[src/rtl/visitor_direction_counter.sv]
// ---------------------------------------------------------------------------
// visitor_direction_counter
//
// Sequential core of the bidirectional visitor counter. Two door sensors are
// synchronised and debounced, then a small FSM decodes the crossing order:
// A (outside) then B (inside) is an entry, B then A is an exit. The occupancy
// count saturates at 0 and MAX_COUNT. A crossing that would push the count
// past either limit is flagged with reject_p and leaves the count unchanged.
//
// Build option:
//   FULL_FLAG_EN  when defined, full is a registered (count == MAX_COUNT)
//                 flag; when undefined, full is tied to 0. Saturation and
//                 reject_p behave the same in both builds.
//
// Ports:
//   clk       in   1      system clock, rising edge
//   rst_n     in   1      asynchronous active-low reset (release expected to
//                         be synchronous to clk at system level)
//   sens_a    in   1      raw outer sensor, 1 = beam broken (asynchronous)
//   sens_b    in   1      raw inner sensor, 1 = beam broken (asynchronous)
//   count     out  CNT_W  current occupancy
//   entry_p   out  1      1-cycle pulse, entry counted
//   exit_p    out  1      1-cycle pulse, exit counted
//   reject_p  out  1      1-cycle pulse, crossing decoded but count saturated
//   empty     out  1      count == 0 (registered)
//   full      out  1      count == MAX_COUNT (registered, FULL_FLAG_EN only)
//
// The decoder state is held in the internal signal "state" (type state_t)
// so that checkers can bind to it directly.
// ---------------------------------------------------------------------------
module visitor_direction_counter #(
    parameter int CNT_W     = 8,
    parameter int MAX_COUNT = 99,
    parameter int DEB_CYC   = 4,
    parameter int TIMEOUT   = 1000
) (
    input  logic             clk,
    input  logic             rst_n,
    input  logic             sens_a,
    input  logic             sens_b,
    output logic [CNT_W-1:0] count,
    output logic             entry_p,
    output logic             exit_p,
    output logic             reject_p,
    output logic             empty,
    output logic             full
);

    localparam int DEB_W = (DEB_CYC > 1) ? $clog2(DEB_CYC) : 1;
    localparam int TMR_W = $clog2(TIMEOUT + 1);

    localparam logic [DEB_W-1:0] DEB_LAST = DEB_W'(DEB_CYC - 1);
    localparam logic [TMR_W-1:0] TMR_LAST = TMR_W'(TIMEOUT);
    localparam logic [CNT_W-1:0] MAX_C    = CNT_W'(MAX_COUNT);

    typedef enum logic [1:0] {
        IDLE     = 2'd0,
        A_FIRST  = 2'd1,
        B_FIRST  = 2'd2,
        WAIT_CLR = 2'd3
    } state_t;

    // Bit 0 = sensor A, bit 1 = sensor B throughout the input path.
    logic [1:0]       sync1;
    logic [1:0]       sync2;
    logic [1:0]       db;
    logic [DEB_W-1:0] deb_cnt [2];

    state_t           state;
    state_t           state_next;
    logic [TMR_W-1:0] timer;
    logic             commit_entry;
    logic             commit_exit;

    logic [CNT_W-1:0] count_next;
    logic             entry_next;
    logic             exit_next;
    logic             reject_next;

    logic a;
    logic b;
    assign a = db[0];
    assign b = db[1];

    // Two-flop synchronisers for both sensors.
    always_ff @(posedge clk or negedge rst_n) begin
        if (!rst_n) begin
            sync1 <= '0;
            sync2 <= '0;
        end else begin
            sync1 <= {sens_b, sens_a};
            sync2 <= sync1;
        end
    end

    // Debounce: the counter tracks how many consecutive samples have differed
    // from the accepted level; the DEB_CYC-th differing sample flips it. Any
    // sample equal to the accepted level restarts the run, so shorter glitches
    // never reach the FSM.
    always_ff @(posedge clk or negedge rst_n) begin
        if (!rst_n) begin
            db <= '0;
            for (int i = 0; i < 2; i++) begin
                deb_cnt[i] <= '0;
            end
        end else begin
            for (int i = 0; i < 2; i++) begin
                if (sync2[i] == db[i]) begin
                    deb_cnt[i] <= '0;
                end else if (deb_cnt[i] == DEB_LAST) begin
                    db[i]      <= sync2[i];
                    deb_cnt[i] <= '0;
                end else begin
                    deb_cnt[i] <= deb_cnt[i] + DEB_W'(1);
                end
            end
        end
    end

    // Crossing decoder state register.
    always_ff @(posedge clk or negedge rst_n) begin
        if (!rst_n) begin
            state <= IDLE;
        end else begin
            state <= state_next;
        end
    end

    // Timer is zero whenever a *_FIRST state is entered (only reachable from
    // IDLE) and advances every cycle spent there.
    always_ff @(posedge clk or negedge rst_n) begin
        if (!rst_n) begin
            timer <= '0;
        end else begin
            case (state)
                IDLE:             timer <= '0;
                A_FIRST, B_FIRST: timer <= timer + TMR_W'(1);
                default:          timer <= timer;
            endcase
        end
    end

    // The second sensor wins over abort and timeout in the same cycle.
    // WAIT_CLR swallows everything until both beams are clear, which is what
    // guarantees a single commit per crossing.
    always_comb begin
        state_next   = state;
        commit_entry = 1'b0;
        commit_exit  = 1'b0;
        case (state)
            IDLE: begin
                if (a && b) begin
                    state_next = WAIT_CLR;
                end else if (a) begin
                    state_next = A_FIRST;
                end else if (b) begin
                    state_next = B_FIRST;
                end
            end
            A_FIRST: begin
                if (b) begin
                    commit_entry = 1'b1;
                    state_next   = WAIT_CLR;
                end else if (!a) begin
                    state_next = IDLE;
                end else if (timer == TMR_LAST) begin
                    state_next = WAIT_CLR;
                end
            end
            B_FIRST: begin
                if (a) begin
                    commit_exit = 1'b1;
                    state_next  = WAIT_CLR;
                end else if (!b) begin
                    state_next = IDLE;
                end else if (timer == TMR_LAST) begin
                    state_next = WAIT_CLR;
                end
            end
            WAIT_CLR: begin
                if (!a && !b) begin
                    state_next = IDLE;
                end
            end
            default: state_next = IDLE;
        endcase
    end

    // Saturating count update; commits are mutually exclusive by construction.
    always_comb begin
        count_next  = count;
        entry_next  = 1'b0;
        exit_next   = 1'b0;
        reject_next = 1'b0;
        if (commit_entry) begin
            if (count < MAX_C) begin
                count_next = count + CNT_W'(1);
                entry_next = 1'b1;
            end else begin
                reject_next = 1'b1;
            end
        end else if (commit_exit) begin
            if (count != '0) begin
                count_next = count - CNT_W'(1);
                exit_next  = 1'b1;
            end else begin
                reject_next = 1'b1;
            end
        end
    end

    // Flags are derived from count_next so they line up with count.
    always_ff @(posedge clk or negedge rst_n) begin
        if (!rst_n) begin
            count    <= '0;
            entry_p  <= 1'b0;
            exit_p   <= 1'b0;
            reject_p <= 1'b0;
            empty    <= 1'b1;
        end else begin
            count    <= count_next;
            entry_p  <= entry_next;
            exit_p   <= exit_next;
            reject_p <= reject_next;
            empty    <= (count_next == '0);
        end
    end

`ifdef FULL_FLAG_EN
    always_ff @(posedge clk or negedge rst_n) begin
        if (!rst_n) begin
            full <= 1'b0;
        end else begin
            full <= (count_next == MAX_C);
        end
    end
`else
    assign full = 1'b0;
`endif

endmodule

[config.mk]
export PLATFORM = sky130hd
export DESIGN_NAME = visitor_direction_counter
export DESIGN_NICKNAME = d
export VERILOG_FILES = /design/src/rtl/visitor_direction_counter.sv
export SDC_FILE = /design/constraint.sdc
export NUM_CORES = 1
export LEC_CHECK = 0
export ABC_AREA = 1
export CAP_MARGIN = 20
export CORE_UTILIZATION = 50
export CTS_BUF_LIST = sky130_fd_sc_hd__clkbuf_8
export DETAILED_ROUTE_END_ITERATION = 6
export HOLD_SLACK_MARGIN = 0.05
export PLACE_DENSITY = 0.75
export SLEW_MARGIN = 10
export SYNTH_ARGS = -nofsm -noshare
export SYNTH_HDL_FRONTEND = slang
export SYNTH_SLANG_ARGS = --single-unit
[constraint.sdc]
create_clock -name clk -period 2.1 [get_ports clk]
set_clock_uncertainty 0.05 [all_clocks]
set_input_delay 0.42 -clock clk [delete_from_list [all_inputs] [get_ports clk]]
set_output_delay 0.42 -clock clk [all_outputs]
set_load 0.05 [all_outputs]
==> flow_metrics.env <==
export IMPL_outcome="finished clean"
export IMPL_drive_gt1_share_pct=8.922
export IMPL_synth_ff_type="dfrtp_1"
export IMPL_start_util_pct=52.90
export IMPL_critPathLaunch="count[7]$_DFF_PN0_"
export IMPL_post_cts_buffers=0
export IMPL_place_hpwl_um=2736
export IMPL_synthesis_area_um2=1966
export IMPL_synth_most_common_cell="nand2_1"
export IMPL_hold_class="register to register"
export IMPL_rsz0062_at_grt="no"
export IMPL_synth_top_cells_by_count="nand2_1, dfrtp_1, inv_1, nand3_1, nor2_1"
export IMPL_setup_ws_ns=0.1087
export IMPL_synth_nets=264
export IMPL_r2r_end="state[1]$_DFFE_PN0P_"
export IMPL_critPathTopFamily="buffers and inverters"
export IMPL_path_depth=1
export IMPL_max_freq_mhz=502.2
export IMPL_cpPeakStageDelay_ns=0.82
export IMPL_core_um2=3716
export IMPL_reg2reg_depth=8
export IMPL_synth_xor_area_share_pct=2.673
export IMPL_ant_nets=0
export IMPL_async_flop_share_pct=100.0
export IMPL_fin_crit_ns=1.991
export IMPL_clk_pin_slew_worst_paths_ns=0.07
export IMPL_dieWidth_um=64.70
export IMPL_cts_buffers=5
export IMPL_grt_overflow_total=0
export IMPL_clockBufferDepth=2
export IMPL_start_kind="register"
export IMPL_synth_edf_count=0
export IMPL_yosys_area_top_type="dfrtp_1"
export IMPL_dr_total_vias=1583
export IMPL_ys_ff_latch=34
export IMPL_fin_setup_tns_ns=0
export IMPL_cts_root_buf="clkbuf_8"
export IMPL_gp_congestion=0.8463
export IMPL_cp_end_kind="output pin"
export IMPL_slew_headroom_pct=66.68
export IMPL_drc_errors=0
export IMPL_tightest_slew_ns=0.4989
export IMPL_clock_latency_ns=0.29
export IMPL_cp_arrival_ns=1.52
export IMPL_cts_tree="built"
export IMPL_syn_to_final_growth_pct=13.94
export IMPL_diodes=0
export IMPL_cts_htree_levels=2
export IMPL_synth_cell_types=30
export IMPL_grt_max_degree=35
export IMPL_dp_slack_ns=0.3228
export IMPL_hold_violations=0
export IMPL_netlist_area_leader_share_pct=42.01
export IMPL_crit_type="register to output pin"
export IMPL_vdd_drop_max_v=0.0006981
export IMPL_via_per_inst=4.994
export IMPL_syn_instance_count=248
export IMPL_grt_usage_pct=20.84
export IMPL_synthTopCellsByArea="dfrtp_1, nand2_1, ha_1"
export IMPL_synth_compound_area_share_pct=5.474
export IMPL_die_h_um=64.70
export IMPL_yosysWarnings=0
export IMPL_r2r_setup_slack_ns=0.33
export IMPL_power_leakage_nw=1.178
export IMPL_cp_data_required_time_ns=1.63
export IMPL_critPathSlowestCell="clkdlybuf4s50_1"
export IMPL_antenna_found_initial=0
export IMPL_drt_initial_drc_count=127
export IMPL_max_cap_violations=0
export IMPL_worstPathMaxFanout=5
export IMPL_setup_violations=0
export IMPL_avgRoutedWirePerCell_um=11.32
export IMPL_slew_violations=0
export IMPL_syn_area_per_cell_um2=7.926
export IMPL_crit_chain="clkdlybuf4s50_1"
export IMPL_routed_wirelength_um=3587
export IMPL_cts_sinks=34
export IMPL_fill_cells=327
export IMPL_reg2reg_from="state[1]$_DFFE_PN0P_"
export IMPL_rows=22
export IMPL_ys_seq_area_share_pct=43.35
export IMPL_finalCritPeriodShare_pct=94.82
export IMPL_drt_first_pass_iters=4
export IMPL_port_buffers=15
export IMPL_p_per_area_nw_per_um2=1472
export IMPL_nets=284
export IMPL_endpoint="count[7]"
export IMPL_timing_critical_path_buf_inv=1
export IMPL_die_area_um2=4186
export IMPL_synth_simple_area_share_pct=32.46
export IMPL_synthMuxAreaShare_pct=0
export IMPL_synth_top_family_by_area="simple AND/OR/NAND/NOR gates"
export IMPL_grt_pass1_wl_um=6596
export IMPL_synthAdderAreaFrac_pct=7.638
export IMPL_final_core_util_pct=60.27
export IMPL_io_pins=17
export IMPL_grt_pass1_vias=1547
cell families (layout without fill, tap and decap cells):
family	count (synthesis)	in the layout
AOI/OAI and AO/OA	20	20
xor gates and xnor gates	6	6
adders and majority gates	12	12
buffers and inverters	37	58
DFF	34	34
other	1	1
and+or+nand+nor	138	138
placed cells by master (no fill, tap or decap), types with 3 or more instances in the layout:
master | netlist | final
a21oi_1 | 8 | 8
nand4_1 | 3 | 3
dfrtp_1 | 33 | 33
o21ai_0 | 7 | 7
dlymetal6s2s_1 | 0 | 3
inv_1 | 32 | 33
clkbuf_8 | 0 | 6
buf_4 | 2 | 7
nor2_1 | 27 | 27
clkdlybuf4s50_1 | 0 | 7
nand2_1 | 60 | 60
nand3_1 | 27 | 27
xor2_1 | 4 | 4
ha_1 | 12 | 12
nor3_1 | 8 | 8
report_power, final:
part / total [mW] / switching, mW / internal [mW]
combinational: 1.74 / 1.16 / 0.583
clock: 0.485 / 0.226 / 0.259
sequential: 1.07 / 0.224 / 0.845
metrics by stage:
| step | cell area [µm²] | hold slack [ns] | power [mW] | std cells |
|---|---|---|---|---|
| 2_1_floorplan | 1966 | 0.07441 | 2.406 | 248 |
| 3_3_place_gp | 2141 | 0.2861 | 2.798 | 309 |
| 3_5_place_dp | 2141 | 0.2865 | 2.834 | 309 |
| 4_1_cts | 2232 | 0.3014 | 3.333 | 317 |
| 5_1_grt | 2240 | 0.3211 | 3.599 | 317 |
| 6_report | 2240 | 0.2997 | 3.296 | 317 |
sequential cells by signal, indices dropped and copies added, names as in the netlist:
register,cells
empty,1
count,8
deb_cnt,4
sync2,2
exit_p,1
state,2
reject_p,1
sync1,2
timer,10
entry_p,1
db,2
cell type report:
| cell class | count | area [µm²] | area share [%] |
|---|---|---|---|
| multi-input cells | 177 | 952.2 | 42.51 |
| flip-flops and latches | 34 | 852.1 | 38.04 |
| repair buffers | 17 | 160.2 | 7.151 |
| inverters | 33 | 123.9 | 5.531 |
| clock buffers | 6 | 82.58 | 3.687 |
| well taps | 48 | 60.06 | 2.682 |
| clock inverters | 2 | 8.758 | 0.3911 |
timing repair:
item	4_1_cts	5_1_grt
hold buffers	0	0
setup endpoints to repair	0	3
gates resized for setup	0	3
metal layers:
| metal | wire length (µm) | vias up | track usage (%) | share of wire, % |
|---|---|---|---|---|
| li1 | - | 830 | - | - |
| met1 | 1714 | 719 | 26.44 | 48 |
| met2 | 1655 | 28 | 33.33 | 46 |
| met3 | 155 | 6 | 4.930 | 4.3 |
| met4 | 63 | 0 | 9.722 | 1.8 |
| met5 | 0 | - | 0 | 0 |
worst min path at each step:
stage / startpoint / endpoint / slack, ns / depth (start not counted)
2_1_floorplan: rst_n / count[0]$_DFF_PN0_ / 0.07 / 0
3_3_place_gp: sync1[1]$_DFF_PN0_ / sync2[1]$_DFF_PN0_ / 0.29 / 0
3_5_place_dp: sync1[1]$_DFF_PN0_ / sync2[1]$_DFF_PN0_ / 0.29 / 0
4_1_cts: sync1[1]$_DFF_PN0_ / sync2[1]$_DFF_PN0_ / 0.30 / 0
5_1_grt: sync1[0]$_DFF_PN0_ / sync2[0]$_DFF_PN0_ / 0.32 / 0
6_report: sync1[1]$_DFF_PN0_ / sync2[1]$_DFF_PN0_ / 0.30 / 0
No activity file was read; power rests on OpenSTA's default activity.
